### src/rtl/alu_iter.sv
// alu_iter: registered, parametrised ALU with a valid/ready request port,
// predicate evaluation from a condition code and an optional iterative
// shift-add multiplier.
// Build option: define ALU_MUL_EN to include the MUL/MULH multiplier and its
// MUL state. Without it, ops 0x20/0x21 decode as reserved (MOV, flags held)
// and start_ready stays high.
// Flags are ordered {P,V,K,S,Z} (bit 4 .. bit 0). Shift/rotate ops act on B.
// WIDTH must be even and at least 4.
module alu_iter #(
  parameter int WIDTH = 12
) (
  input  logic             clk,
  input  logic             rst,
  input  logic             start_valid,
  output logic             start_ready,
  input  logic [WIDTH-1:0] A,
  input  logic [WIDTH-1:0] B,
  input  logic [5:0]       operation,
  input  logic [3:0]       condition,
  input  logic [4:0]       flg_in,
  output logic [WIDTH-1:0] Q,
  output logic [4:0]       flg_out,
  output logic             result_valid
);

  localparam int F_Z = 0;
  localparam int F_S = 1;
  localparam int F_K = 2;
  localparam int F_V = 3;
  localparam int F_P = 4;

  localparam logic [5:0] OP_MOV  = 6'h00;
  localparam logic [5:0] OP_AND  = 6'h01;
  localparam logic [5:0] OP_OR   = 6'h02;
  localparam logic [5:0] OP_XOR  = 6'h03;
  localparam logic [5:0] OP_ADD  = 6'h04;
  localparam logic [5:0] OP_ADK  = 6'h05;
  localparam logic [5:0] OP_SUB  = 6'h06;
  localparam logic [5:0] OP_SBK  = 6'h07;
  localparam logic [5:0] OP_ROL  = 6'h08;
  localparam logic [5:0] OP_ROR  = 6'h09;
  localparam logic [5:0] OP_RKL  = 6'h0A;
  localparam logic [5:0] OP_RKR  = 6'h0B;
  localparam logic [5:0] OP_SHL  = 6'h0C;
  localparam logic [5:0] OP_SHR  = 6'h0D;
  localparam logic [5:0] OP_SWP  = 6'h0E;
  localparam logic [5:0] OP_ASR  = 6'h0F;
  localparam logic [5:0] OP_CMP  = 6'h10;
  localparam logic [5:0] OP_TST  = 6'h11;

  // Evaluate a condition code against a {P,V,K,S,Z} flag vector.
  function automatic logic cond_eval(input logic [3:0] cc, input logic [4:0] f);
    logic z;
    logic s;
    logic k;
    logic v;
    logic r;
    z = f[F_Z];
    s = f[F_S];
    k = f[F_K];
    v = f[F_V];
    case (cc)
      4'd0:    r = 1'b0;
      4'd1:    r = 1'b1;
      4'd2:    r = z;
      4'd3:    r = !z;
      4'd4:    r = s;
      4'd5:    r = !s;
      4'd6:    r = k;
      4'd7:    r = !k;
      4'd8:    r = v;
      4'd9:    r = !v;
      4'd10:   r = (s != v);
      4'd11:   r = (s == v);
      4'd12:   r = z || (s != v);
      4'd13:   r = !z && (s == v);
      4'd14:   r = k || z;
      4'd15:   r = !k && !z;
      default: r = 1'b0;
    endcase
    return r;
  endfunction

  logic             k_in_s;
  logic [WIDTH:0]   sum_s;
  logic [WIDTH-1:0] q_s;
  logic [WIDTH-1:0] res_s;
  logic             upd_zs_s;
  logic [4:0]       flg_s;
  logic             accept_s;
  logic             issue_single_s;
  logic             mul_done_s;
  logic [WIDTH-1:0] mul_q_s;
  logic [4:0]       mul_flg_s;

  assign k_in_s = flg_in[F_K];

  // Single-cycle datapath: result and new flags from the request inputs.
  always_comb begin
    sum_s    = {(WIDTH+1){1'b0}};
    q_s      = B;
    res_s    = B;
    upd_zs_s = 1'b0;
    flg_s    = flg_in;
    case (operation)
      OP_MOV: begin
        q_s = B;
      end
      OP_AND: begin
        q_s = A & B;
        upd_zs_s = 1'b1;
      end
      OP_OR: begin
        q_s = A | B;
        upd_zs_s = 1'b1;
      end
      OP_XOR: begin
        q_s = A ^ B;
        upd_zs_s = 1'b1;
      end
      OP_ADD, OP_ADK: begin
        if (operation == OP_ADK) begin
          sum_s = {1'b0, A} + {1'b0, B} + {{WIDTH{1'b0}}, k_in_s};
        end else begin
          sum_s = {1'b0, A} + {1'b0, B};
        end
        q_s = sum_s[WIDTH-1:0];
        flg_s[F_K] = sum_s[WIDTH];
        flg_s[F_V] = (A[WIDTH-1] == B[WIDTH-1]) && (q_s[WIDTH-1] != A[WIDTH-1]);
        upd_zs_s = 1'b1;
      end
      OP_SUB, OP_SBK, OP_CMP: begin
        // Bit WIDTH of the zero-extended difference is the borrow out.
        if (operation == OP_SBK) begin
          sum_s = {1'b0, A} - {1'b0, B} - {{WIDTH{1'b0}}, k_in_s};
        end else begin
          sum_s = {1'b0, A} - {1'b0, B};
        end
        flg_s[F_K] = sum_s[WIDTH];
        flg_s[F_V] = (A[WIDTH-1] != B[WIDTH-1]) && (sum_s[WIDTH-1] != A[WIDTH-1]);
        res_s = sum_s[WIDTH-1:0];
        if (operation == OP_CMP) begin
          q_s = A;
        end else begin
          q_s = sum_s[WIDTH-1:0];
        end
        upd_zs_s = 1'b1;
      end
      OP_ROL: begin
        q_s = {B[WIDTH-2:0], B[WIDTH-1]};
        flg_s[F_K] = B[WIDTH-1];
        upd_zs_s = 1'b1;
      end
      OP_ROR: begin
        q_s = {B[0], B[WIDTH-1:1]};
        flg_s[F_K] = B[0];
        upd_zs_s = 1'b1;
      end
      OP_RKL: begin
        q_s = {B[WIDTH-2:0], k_in_s};
        flg_s[F_K] = B[WIDTH-1];
        upd_zs_s = 1'b1;
      end
      OP_RKR: begin
        q_s = {k_in_s, B[WIDTH-1:1]};
        flg_s[F_K] = B[0];
        upd_zs_s = 1'b1;
      end
      OP_SHL: begin
        q_s = {B[WIDTH-2:0], 1'b0};
        flg_s[F_K] = B[WIDTH-1];
        upd_zs_s = 1'b1;
      end
      OP_SHR: begin
        q_s = {1'b0, B[WIDTH-1:1]};
        flg_s[F_K] = B[0];
        upd_zs_s = 1'b1;
      end
      OP_SWP: begin
        // Rotate left by WIDTH/2; K is the last bit rotated out of the MSB.
        q_s = {B[WIDTH/2-1:0], B[WIDTH-1:WIDTH/2]};
        flg_s[F_K] = B[WIDTH/2];
        upd_zs_s = 1'b1;
      end
      OP_ASR: begin
        q_s = {B[WIDTH-1], B[WIDTH-1:1]};
        flg_s[F_K] = B[0];
        upd_zs_s = 1'b1;
      end
      OP_TST: begin
        q_s = A;
        res_s = A & B;
        upd_zs_s = 1'b1;
      end
      default: begin
        // PRD ops, reserved ops and (without the multiplier) 0x20/0x21.
        q_s = B;
      end
    endcase

    if (upd_zs_s) begin
      if (operation == OP_CMP || operation == OP_TST) begin
        flg_s[F_Z] = (res_s == {WIDTH{1'b0}});
        flg_s[F_S] = res_s[WIDTH-1];
      end else begin
        flg_s[F_Z] = (q_s == {WIDTH{1'b0}});
        flg_s[F_S] = q_s[WIDTH-1];
      end
    end else begin
      flg_s[F_Z] = flg_in[F_Z];
      flg_s[F_S] = flg_in[F_S];
    end

    if (operation[5:4] == 2'b01) begin
      flg_s[F_P] = cond_eval(condition, flg_s);
    end else begin
      flg_s[F_P] = flg_in[F_P];
    end
  end

`ifdef ALU_MUL_EN
  localparam int CW = $clog2(WIDTH);
  localparam logic [CW-1:0] LAST_CNT = CW'(WIDTH - 1);
  localparam logic [5:0] OP_MUL  = 6'h20;
  localparam logic [5:0] OP_MULH = 6'h21;

  typedef enum logic [0:0] {
    ST_IDLE = 1'b0,
    ST_MUL  = 1'b1
  } state_t;

  state_t             state_r;
  state_t             state_nxt_s;
  logic [2*WIDTH-1:0] prod_r;
  logic [2*WIDTH-1:0] prod_nxt_s;
  logic [WIDTH:0]     madd_s;
  logic [WIDTH-1:0]   mcand_r;
  logic               mulh_r;
  logic [4:0]         mflg_r;
  logic [CW-1:0]      cnt_r;
  logic               is_mul_s;

  assign start_ready    = (state_r == ST_IDLE);
  assign accept_s       = start_valid && start_ready;
  assign is_mul_s       = (operation == OP_MUL) || (operation == OP_MULH);
  assign issue_single_s = accept_s && !is_mul_s;
  assign mul_done_s     = (state_r == ST_MUL) && (cnt_r == LAST_CNT);

  // FSM state register.
  always_ff @(posedge clk) begin
    if (rst) begin
      state_r <= ST_IDLE;
    end else begin
      state_r <= state_nxt_s;
    end
  end

  // FSM next state: a multiply request occupies the block for WIDTH steps.
  always_comb begin
    state_nxt_s = state_r;
    case (state_r)
      ST_IDLE: begin
        if (accept_s && is_mul_s) begin
          state_nxt_s = ST_MUL;
        end else begin
          state_nxt_s = ST_IDLE;
        end
      end
      ST_MUL: begin
        if (mul_done_s) begin
          state_nxt_s = ST_IDLE;
        end else begin
          state_nxt_s = ST_MUL;
        end
      end
      default: state_nxt_s = ST_IDLE;
    endcase
  end

  // One shift-add step: conditionally add the multiplicand to the high half,
  // then shift the whole product (with carry) right by one.
  always_comb begin
    if (prod_r[0]) begin
      madd_s = {1'b0, prod_r[2*WIDTH-1:WIDTH]} + {1'b0, mcand_r};
    end else begin
      madd_s = {1'b0, prod_r[2*WIDTH-1:WIDTH]};
    end
    prod_nxt_s = {madd_s, prod_r[WIDTH-1:1]};
  end

  // Multiplier operand capture and step counter.
  always_ff @(posedge clk) begin
    if (rst) begin
      prod_r  <= {(2*WIDTH){1'b0}};
      mcand_r <= {WIDTH{1'b0}};
      mulh_r  <= 1'b0;
      mflg_r  <= 5'b00000;
      cnt_r   <= {CW{1'b0}};
    end else if (accept_s && is_mul_s) begin
      prod_r  <= {{WIDTH{1'b0}}, B};
      mcand_r <= A;
      mulh_r  <= (operation == OP_MULH);
      mflg_r  <= flg_in;
      cnt_r   <= {CW{1'b0}};
    end else if (state_r == ST_MUL) begin
      prod_r  <= prod_nxt_s;
      cnt_r   <= cnt_r + {{(CW-1){1'b0}}, 1'b1};
    end else begin
      prod_r  <= prod_r;
      cnt_r   <= cnt_r;
    end
  end

  // Multiply result and flags, taken from the product after the final step.
  always_comb begin
    mul_flg_s = mflg_r;
    if (mulh_r) begin
      mul_q_s = prod_nxt_s[2*WIDTH-1:WIDTH];
      mul_flg_s[F_K] = (prod_nxt_s[WIDTH-1:0] != {WIDTH{1'b0}});
    end else begin
      mul_q_s = prod_nxt_s[WIDTH-1:0];
      mul_flg_s[F_K] = (prod_nxt_s[2*WIDTH-1:WIDTH] != {WIDTH{1'b0}});
    end
    mul_flg_s[F_Z] = (mul_q_s == {WIDTH{1'b0}});
    mul_flg_s[F_S] = mul_q_s[WIDTH-1];
  end
`else
  assign start_ready    = 1'b1;
  assign accept_s       = start_valid;
  assign issue_single_s = accept_s;
  assign mul_done_s     = 1'b0;
  assign mul_q_s        = {WIDTH{1'b0}};
  assign mul_flg_s      = 5'b00000;
`endif

  // Result/flag registers: load on a single-cycle accept or the final
  // multiply step; otherwise hold and drop result_valid.
  always_ff @(posedge clk) begin
    if (rst) begin
      Q            <= {WIDTH{1'b0}};
      flg_out      <= 5'b00000;
      result_valid <= 1'b0;
    end else if (issue_single_s) begin
      Q            <= q_s;
      flg_out      <= flg_s;
      result_valid <= 1'b1;
    end else if (mul_done_s) begin
      Q            <= mul_q_s;
      flg_out      <= mul_flg_s;
      result_valid <= 1'b1;
    end else begin
      Q            <= Q;
      flg_out      <= flg_out;
      result_valid <= 1'b0;
    end
  end

endmodule

### config.mk
export PLATFORM = sky130hd
export DESIGN_NAME = alu_iter
export DESIGN_NICKNAME = d
export VERILOG_FILES = /design/src/rtl/alu_iter.sv
export SDC_FILE = /design/constraint.sdc
export NUM_CORES = 1
export LEC_CHECK = 0
export CORE_ASPECT_RATIO = 0.5
export CORE_MARGIN = 2
export CORE_UTILIZATION = 35
export CTS_CLUSTER_DIAMETER = 60
export DETAILED_ROUTE_END_ITERATION = 10
export SKIP_LAST_GASP = 1
export SYNTH_ARGS = -nofsm -noshare
export SYNTH_HDL_FRONTEND = slang
export SYNTH_SLANG_ARGS = --single-unit
### constraint.sdc
create_clock -name clk -period 10.9 [get_ports clk]
set_input_delay 1.635 -clock clk [delete_from_list [all_inputs] [get_ports clk]]
set_output_delay 1.635 -clock clk [all_outputs]
set_load 0.02 [all_outputs]
==> reports/qor.txt, run 1 <==
=================================================================================================
Outcome                                                                              complete, but fails checks
Failing checks                                                                       max-capacitance violations, max-slew violations
Fill cell total of the finished layout                                                      1,338
Diode insertion count for antenna repair                                                        0
Clock period minus final worst setup slack                                                6860 ps
Static leakage power                                                                     1.993 nW
Start-to-end type of the worst setup path                                               in -> reg
TNS Setup                                                                                    0 ps
Met2 Use GR                                                                                35.54%
Die width                                                                                166.8 um
Setup slack after placement                                                               4140 ps
Busiest grt layer                                                                            met1
Drt first pass iters                                                                            6
Post-CTS Setup Repair Bufs                                                                      0
Fmax                                                                                    145.8 MHz
Maximum clock path buffer count                                                                 2
Synth warn                                                                                      0
Skew-Pair Late Insertion Delay                                                             250 ps
Routed vias                                                                                 5,347
Initial antenna violation count                                                                 0
Placed wire-length estimate after detailed placement                                    14,060 um
Sequential element share of the synthesized area                                           7.769%
Type of the worst min-delay path                                                       reg -> reg
Number of enable-type register cells in the synthesized netlist                                 0
Final weighted congestion of routability-driven global placement                            1.012
Worst slack on hold paths                                                                479.9 ps
Combined area of all synthesized cells                                                   4638 um2
Die Ht                                                                                   85.40 um
Category of the worst setup path capture point                                          flip-flop
Residual antenna-violating net count after detailed routing                                     0
CTS-repair resized insts                                                                        0
Flop2flop setup slack                                                                     9810 ps
Met1 Usage GRT                                                                             36.56%
Final Slew Violations                                                                           3
Boundary pin count                                                                             61
Flip-flop and latch count after synthesis                                                      18
Mapped Cells                                                                                  657
Placed instance count                                                                         843
Peak supply drop                                                                         96.56 uV
Number of violations reported at the end of detailed-routing iteration 0                      639
Post-layout util                                                                           41.56%
Setup repair after global routing missed its margin                                         false
Worst-path fanout max                                                                          12
Critical path data arrival time                                                           6980 ps
CTS Buf Count                                                                                   3
Worst EP required                                                                       11,020 ps
Post-CTS Hold Buffers                                                                           0
Setup crit start kind                                                                  input port
Number of rows in the core area                                                                29
Finished Layout Cells                                                                         846
Number of buffers inserted by port buffering                                                   59
Residual DRC count                                                                              0
Starting density of the core                                                               36.21%
Normalized max-slew margin                                                                -9.310%
Area of the die                                                                        14,240 um2
Average vias per placed instance                                                            6.320
Number of nets at the end of the flow                                                         765
Placeable core area                                                                    12,810 um2
Total GRT Usage                                                                            24.34%
Maximum number of pins on one net before global-route repair                                   28
Met3 demand-to-capacity share in global routing                                            4.011%
Worst setup slack after layout                                                            4040 ps
Number of distinct library cell variants in the gate-level netlist after synthesis             91
Depth of the CTS H-tree                                                                         1
Post-synthesis area per instance                                                        7.060 um2
Final Hold Viols                                                                                0
Synthesized netlist net count                                                                 744
Number of sinks on the clock net                                                               18
Final period utilization                                                                   62.94%
Total length of routed wires                                                            17,970 um
Share of final-layout standard cells stronger than drive strength 1                        4.438%
Root Driver                                                                             clkbuf_16
Primary flip-flop cell chosen by synthesis mapping                                        dfxtp_1
Total global routing overflow                                                                   0
Maximum clock skew at final layout                                                           0 ps
Power Density                                                                        77.15 nW/um2
Area added between synthesis and finish                                                    14.78%
Number of setup violations in the final report                                                  0
Average wire per cell in the routed design                                               21.24 um
Post-synthesis async set-or-reset flop share                                                   0%
Clock slew seen by the registers of the worst setup and hold paths                          50 ps
Slew of the pin with the lowest slew margin                                               1598 ps
Wire length of the first global-routing pass                                            27,520 um
TritonCTS clock tree                                                                        built
Number of maximum-capacitance constraint violations                                             1
Number of global-route vias before repair                                                   4,680
=================================================================================================
-- cell usage in the layout, fill, tap and decap left out, types with 11 or more instances in the layout --
cell type,count
ha_1,43
nand4_1,13
nor3_1,26
nand3_1,29
clkdlybuf4s50_1,59
inv_1,41
o21ai_0,29
dfxtp_1,18
o211ai_1,11
xnor2_1,28
a21oi_1,30
a211oi_1,20
nor2_1,59
and3_1,15
nand2_1,45
-- final cells by class --
type	count	area [um2]	area share, %
clock buffer	3	75.07	1.410
inverter	42	157.7	2.961
tap	170	212.7	3.995
timing repair buffer	60	598.1	11.23
sequential	18	360.3	6.769
multi-input combinational	553	3920	73.63
-- stage by stage --
| stage | power (mW) | instance area (um2) |
|---|---|---|
| 2_1_floorplan | 0.2511 | 4638 |
| 5_1_grt | 0.4343 | 5324 |
| 4_1_cts | 0.4047 | 5324 |
| 6_report | 0.4107 | 5324 |
| 3_3_place_gp | 0.3307 | 5249 |
| 3_5_place_dp | 0.3312 | 5249 |
-- sequential cells by signal, indices dropped and copies added (netlist names) --
register / cells
flg_out: 5
Q: 12
result_valid: 1
-- layer usage --
layer	vias to the layer above	share of wire [%]
met4	0	2.7
met1	2467	46
met5	-	0
li1	2503	-
met2	331	39
met3	46	11
-- final timing paths --
kind | start | to | cells after the start
max | B[2] | flg_out[4] | 15
max reg2reg | flg_out[4] | flg_out[4] | 6
min reg2reg | flg_out[2] | flg_out[2] | 2
min | flg_out[2] | flg_out[2] | 2
-- kinds of logic after synthesis --
family                   synth area share, %
AO/OA/AOI/OAI                          31.29
XOR/XNOR                               7.391
multiplexers                           1.565
flip-flops                             7.769
other                                0.08085
buffers and inverters                  7.715
AND/OR/NAND/NOR                        31.72
adder cells (fa/ha/maj)                12.46
-- Yosys cell counts (4+ instances only) --
cell | count | area, um2
clkbuf_1 | 30 | 112.6
nand2b_1 | 7 | 43.79
o31ai_1 | 5 | 37.54
xnor2_1 | 28 | 245.2
nor4_1 | 9 | 56.30
buf_2 | 9 | 45.04
nand4_1 | 13 | 81.33
a211oi_1 | 20 | 150.1
or3_1 | 5 | 31.28
mux2i_1 | 5 | 50.05
a221oi_1 | 8 | 70.07
a21o_1 | 5 | 37.54
o21a_1 | 4 | 30.03
a22oi_1 | 10 | 75.07
a22o_1 | 4 | 35.03
a222oi_1 | 6 | 60.06
nor2b_1 | 9 | 56.30
o21ai_0 | 29 | 145.1
ha_1 | 43 | 538.0
a211o_1 | 6 | 52.55
nor3_1 | 26 | 130.1
dfxtp_1 | 18 | 360.4
nand3_1 | 29 | 145.1
nor2_1 | 59 | 221.5
nand2_1 | 45 | 168.9
and3_1 | 15 | 93.84
o22ai_1 | 8 | 50.05
and4_1 | 5 | 43.79
a21oi_1 | 30 | 150.1
and2_1 | 10 | 62.56
o211ai_1 | 11 | 82.58
inv_1 | 41 | 153.9
xor2_1 | 6 | 52.55
-- worst max-delay path: stages --
cell             delay (ps)
clkdlybuf4s50_1         610
inv_1                   170
ha_1                    510
a21oi_1                 580
and2_1                  310
xnor2_1                 230
xnor2_1                 110
a2111oi_0              1350
and3_1                  320
nand4b_1                110
nor4_1                  360
a41oi_2                 220
mux2i_1                 160
o31ai_1                 210
nand3_1                 100
-- where the power goes --
part           total, mW  leakage [nW]  internal, mW  switching [mW]
Sequential        0.0737         0.149        0.0710         0.00270
Combinational      0.265          1.81         0.102           0.164
Clock             0.0716        0.0370        0.0482          0.0234
Total              0.411          1.99         0.221           0.190
Note: power is estimated with default switching activity, not from simulation.
==> run 2, diff against run 1 <==
==> constraint.sdc (replaced) <==
create_clock -name clk -period 6.7 [get_ports clk]
set_input_delay 1.005 -clock clk [delete_from_list [all_inputs] [get_ports clk]]
set_output_delay 1.005 -clock clk [all_outputs]
set_load 0.02 [all_outputs]
==> run 2 against run 1 <==
  * The run ends with max-capacitance violations left
  * Clock skew unchanged
  * First-iteration DRC count up 13%
  * Via count rose by 0.22%
  * Die area unchanged
  * Sequential power grew 63%
  * Clock power is 86% higher
  * Wire length fell by 1.9%
  * Critical path depth up 1
  * Sequential share of layout area decreased by 0.055 points
  * Flip-flop and latch count unchanged
  * Setup slack worse by 3400 ps
  * Hold slack worse by 16 ps
==> reports/qor.txt, run 2 (synthesis gave the netlist of run 1 again) <==
=======================================================================================
Residual antenna-violating net count after detailed routing                           0   unchanged
Slew of the pin with the lowest slew margin                                     1444 ps   was 1598 ps
Library cell contributing the largest single delay on the critical path       a2111oi_0   unchanged
Critical register-to-register path endpoint                                  flg_out[4]   unchanged
Fmax                                                                          164.6 MHz
Critical path data arrival time                                                 6210 ps   was 6980 ps
Depth of the CTS H-tree                                                               1   unchanged
Final Hold Viols                                                                      0   unchanged
Post-CTS Setup Repair Bufs                                                            0   unchanged
Total cell area at the placement stage                                         5279 um2   was 5249 um2
Power Density                                                              127.6 nW/um2   was 77.15 nW/um2
Normalized max-slew margin                                                       1.243%   was -9.310%
Area of the die                                                              14,240 um2   unchanged
Clock period minus final worst setup slack                                      6075 ps
Top flop regs                                                              Q: 12 flops, flg_out: 5 flops, result_valid: 1 flops   unchanged
Number of nets at the end of the flow                                               769   was 765
Crit. path cell count                                                                16   was 15
Setup repair after global routing missed its margin                               false   unchanged
Max FFs per register                                                                 12   unchanged
Maximum clock skew at final layout                                                 0 ps   unchanged
Share of final-layout standard cells stronger than drive strength 1              5.140%   was 4.438%
CTS-repair resized insts                                                              0   unchanged
Average vias per placed instance                                                  6.297   was 6.320
Diode insertion count for antenna repair                                              0   unchanged
Crit path launch                                                                   B[0]   was B[2]
Final period utilization                                                         90.67%
Routed vias                                                                       5,359   was 5,347
Final weighted congestion of routability-driven global placement                 0.9740   was 1.012
Final Slew Violations                                                                 0   was 3
Most flop-heavy register                                                              Q   unchanged
Worst EP required                                                               6830 ps   was 11,020 ps
Wire length of the first global-routing pass                                  27,010 um   was 27,520 um
Die Ht                                                                         85.40 um   unchanged
Placed wire-length estimate after detailed placement                          13,830 um   was 14,060 um
Setup crit start kind                                                        input port   unchanged
Post-CTS Hold Buffers                                                                 0   unchanged
Number of rows in the core area                                                      29   unchanged
Maximum number of pins on one net before global-route repair                         28   unchanged
Flop2flop setup slack                                                           5630 ps   was 9810 ps
Crit path buf inv count                                                               2   unchanged
Total GRT Usage                                                                  24.00%   was 24.34%
Clock slew seen by the registers of the worst setup and hold paths                50 ps   about the same
CTS Buf Count                                                                         3   unchanged
Maximum clock path buffer count                                                       2   unchanged
Category of the worst setup path capture point                                flip-flop   unchanged
Drt first pass iters                                                                  6   unchanged
Post-layout util                                                                 41.91%   was 41.56%
Most frequent cells in the layout                                          nor2_1, clkdlybuf4s50_1, nand2_1, ha_1, inv_1   unchanged
Average wire per cell in the routed design                                     20.71 um   was 21.24 um
Number of setup violations in the final report                                        0   unchanged
Start-to-end type of the worst setup path                                     in -> reg   unchanged
Static leakage power                                                           2.020 nW   was 1.993 nW
Number of violations reported at the end of detailed-routing iteration 0            723   was 639
Placeable core area                                                          12,810 um2   unchanged
Count of cells along the worst register-to-register path                              6   unchanged
Placed instance count                                                               847   was 843
Starting density of the core                                                     36.21%   unchanged
Peak supply drop                                                               152.8 uV   was 96.56 uV
Area added between synthesis and finish                                          15.73%   was 14.78%
Number of buffers inserted by port buffering                                         59   unchanged
Number of sinks on the clock net                                                     18   unchanged
Worst setup path end                                                         flg_out[4]   unchanged
Boundary pin count                                                                   61   unchanged
Number of maximum-capacitance constraint violations                                   1   unchanged
Finished Layout Cells                                                               851   was 846
R2R Path Start                                                               flg_out[4]   unchanged
Outcome                                                                    complete, but fails checks   unchanged
Root Driver                                                                   clkbuf_16   unchanged
Gate family responsible for the most delay along the worst path            compound AO/OA/AOI/OAI gates   unchanged
Total length of routed wires                                                  17,630 um   was 17,970 um
Initial antenna violation count                                                       0   unchanged
Skew-Pair Late Insertion Delay                                                   250 ps   about the same
Worst-path fanout max                                                                 7   was 12
Number of global-route vias before repair                                         4,749   was 4,680
TNS Setup                                                                          0 ps   unchanged
Delay contributed by the slowest stage of the critical path                     1190 ps   was 1350 ps
Type of the worst min-delay path                                             reg -> reg   unchanged
TritonCTS clock tree                                                              built   unchanged
Residual DRC count                                                                    0   unchanged
Chain of cells forming the critical path                                   clkdlybuf4s50_1, ha_1, inv_1, fa_1, xor2_1, and4_1, xnor3_1, nor2_1, a2111oi_0, and3_1, nand4b_1, nor4_1, a41oi_2, mux2i_1, o31ai_1, nand3_1   was clkdlybuf4s50_1, inv_1, ha_1, a21oi_1, and2_1, xnor2_1, xnor2_1, a2111oi_0, and3_1, nand4b_1, nor4_1, a41oi_2, mux2i_1, o31ai_1, nand3_1
Die width                                                                      166.8 um   unchanged
Fill cell total of the finished layout                                            1,316   was 1,338
Cell area after layout                                                         5368 um2   was 5324 um2
Total global routing overflow                                                         0   unchanged
Failing checks                                                             max-capacitance violations   was max-capacitance violations, max-slew violations
=======================================================================================
## run 2: cell count changes in the layout (fill, tap and decap cells not counted), sizes merged
cell / previous run / this run
clkbuf: 3 / 4
buf: 1 / 5
## run 2: stage by stage
step           total power [mW]  setup WS [ps]  hold slack (ps)
2_1_floorplan            0.4085           2434            540.7
3_3_place_gp             0.5407          578.6            447.4
3_5_place_dp             0.5392          617.5            456.7
4_1_cts                  0.6753          863.1            465.3
5_1_grt                  0.7223          507.0            494.4
6_report                 0.6850          625.0            463.7
## run 2: report_power, final
part	switching [mW]	internal (mW)	total, mW
clock network	0.0418	0.0910	0.133
logic	0.265	0.168	0.433
registers	0.00419	0.115	0.120
total	0.311	0.374	0.685
## run 2: area by class of cell
type / count / area (um2) / area share [%]
multi-input combinational: 553 / 3920 / 73.03
timing repair buffer: 64 / 628.1 / 11.70
sequential: 18 / 360.3 / 6.713
tap: 170 / 212.7 / 3.963
inverter: 42 / 157.7 / 2.937
clock buffer: 4 / 88.84 / 1.655
## run 2: per-layer routing
layer | vias up | wire length (um) | share of wire, % | global-route usage, %
li1 | 2511 | - | - | -
met2 | 334 | 6973 | 40 | 34.94
met1 | 2480 | 8060 | 46 | 35.00
met5 | - | 0 | 0 | 0
met3 | 34 | 2148 | 12 | 5.364
met4 | 0 | 443 | 2.5 | 7.288
## run 2: worst reg2reg max path, delay by kind of cell, from the launching register on
kind               cells  cell delay [ps]
and+or+nand+nor        3              310
AOI/OAI and AO/OA      3              320
DFF                    1              310
## run 2: how the worst min path moves through the flow
stage	startpoint	endpoint	depth (start not counted)
2_1_floorplan	flg_out[2]	flg_out[2]	2
3_3_place_gp	flg_out[2]	flg_out[2]	2
3_5_place_dp	flg_out[2]	flg_out[2]	2
4_1_cts	flg_out[2]	flg_out[2]	2
5_1_grt	flg_out[2]	flg_out[2]	2
6_report	flg_out[2]	flg_out[2]	2
==> edit, RTL diff (config.mk and constraints of run 1) <==
The option `ALU_MUL_EN` is turned on by a define.
--- a/src/rtl/alu_iter.sv
+++ b/src/rtl/alu_iter.sv
@@ -8,2 +8,4 @@
 // WIDTH must be even and at least 4.
+`define ALU_MUL_EN
+
 module alu_iter #(
Check against the original RTL: not equivalent (Yosys sat finds a counterexample within 4 cycles, from zero or initial values and one cycle with rst high).
==> edit against run 1 <==
  * Worst setup slack improved by 0.30 ns
  * Power increased by 91%
  * Cell count increased by 46%
  * Design area increased by 51%
  * Core utilization decreased by 0.44 points
  * Area after synthesis increased by 51%
  * Sequential cell count increased by 44
  * First-iteration DRC count increased by 5.0%
  * Routed wire length increased by 39%
==> edit: results (changes against run 1) <==
logic_synthesis:
  synthTopCellsByCount: "112 x nand2_1, 95 x nor2_1, 76 x a21oi_1"
  synthAdderAreaFrac: 0.109  # -0.0158
  syn-num-nets: 1043  # +40%
  synthCells: 942  # +43%
  synth_xor_xnor_area_share: 0.0610  # -0.0129
  synth_top_cells_by_area: "dfxtp_1 18%, ha_1 10%, nand2_1 6.0%, a21oi_1 5.4%, nor2_1 5.1%"
  seq_area_frac_synth: 0.178  # +0.0999
  synthMuxAreaShare: 0.0279  # +0.0123
  synth_cell_types: 93  # +2.2%
  synth-compound-area-share: 0.301  # -0.0115
pwr:
  leakagePower_nw: 3.00  # +50%
  peakVddDrop_mv: 0.0982  # +1.7%
  cellPowerDensity_nw_per_um2: 97.8  # +27%
placed_design:
  place_inst: 1220  # +45%
  port_buffers: 60  # +1.7%
  placed_area_um2: 7730  # +47%
  place_ws_ns: 4.14  # -0.000520 ns
  hpwl_mm: 19.2  # +37%
clock_network:
  cts_max_level: 3  # +2
  worstSkewPairLatency_ns: 0.33  # +0.08 ns
  cts_buffers: 9  # +6
setup_path:
  crit_path_max_incr_delay_ns: 0.74  # -0.61 ns
  cp_slowest_cell: "clkdlybuf4s50_1"
  critPathArrivalTime_ns: 6.75  # -0.23 ns
  worstRegToRegCells: 16  # +10
  cp_max_fo: 8  # -4
global_routing:
  grt_usage: 0.235  # -0.00839
  grt_pass1_vias: 6867  # +47%
finish:
  largestRegisters: "prod_r (24), Q (12), mcand_r (12)"
  fillerInstances: 1993  # +49%
  fin_nets: 1066  # +39%
routing:
  firstDrtPassIters: 5  # -1
  routedWlPerCell_um: 20.2  # -5.0%
  totalWireLength_mm: 24.9  # +39%
  vias_per_cell: 5.99  # -5.2%
timing:
  skew_ns: 0.0101  # +0.0101 ns
outcome:
  status: "finished clean"
edit: changes by cell type in the layout (fill, tap and decap cells not counted), sizes merged, moves of 7 or more:
cell    change
a31oi       +9
a21o        +7
ha         +13
a221oi      +9
nor2       +38
clkbuf      +9
buf         +9
mux2i      +10
a22oi      +26
dfxtp      +44
a21oi      +43
xor2       +12
nand2      +67
edit: cell families after synthesis:
kind of cell | after synthesis
compound gates | 288
xor+xnor | 47
fa+ha+maj | 59
buf+inv | 106
flops | 62
mux | 19
simple gates | 361
edit: power breakdown:
group	switching (mW)	leakage, nW	internal [mW]
registers	0.00513	0.503	0.233
logic	0.173	2.35	0.105
clock network	0.0972	0.144	0.170
total	0.276	3.00	0.509
edit: metal layers:
metal / global-route usage / vias up / share of wire
li1: - / 3529 / -
met1: 0.341 / 3534 / 0.47
met2: 0.367 / 303 / 0.45
met3: 0.0219 / 36 / 0.063
met4: 0.0693 / 0 / 0.019
met5: 0 / - / 0
edit: final timing paths:
check | slack (ns) | from | to
setup / recovery | 4.34 | B[1] | flg_out[4]
hold reg to reg | 0.47 | mcand_r[7] | mcand_r[7]
setup reg to reg | 7.44 | prod_r[12] | flg_out[0]
hold / removal | 0.47 | mcand_r[7] | mcand_r[7]
edit: critical path: cells and delay by family:
kind,cells,cell delay (ns)
compound gates,7,1.95
xor+xnor,1,0.15
fa+ha+maj,1,0.41
buf+inv,2,0.98
simple gates,5,1.63
edit: final cells by class:
| type | instances | share of cell area |
|---|---|---|
| clock buffer | 12 | 0.0332 |
| timing repair buffer | 70 | 0.0842 |
| inverter | 48 | 0.0225 |
| multi-input combinational | 774 | 0.661 |
| sequential | 62 | 0.155 |
| clock inverter | 3 | 0.00234 |
| tap | 266 | 0.0415 |
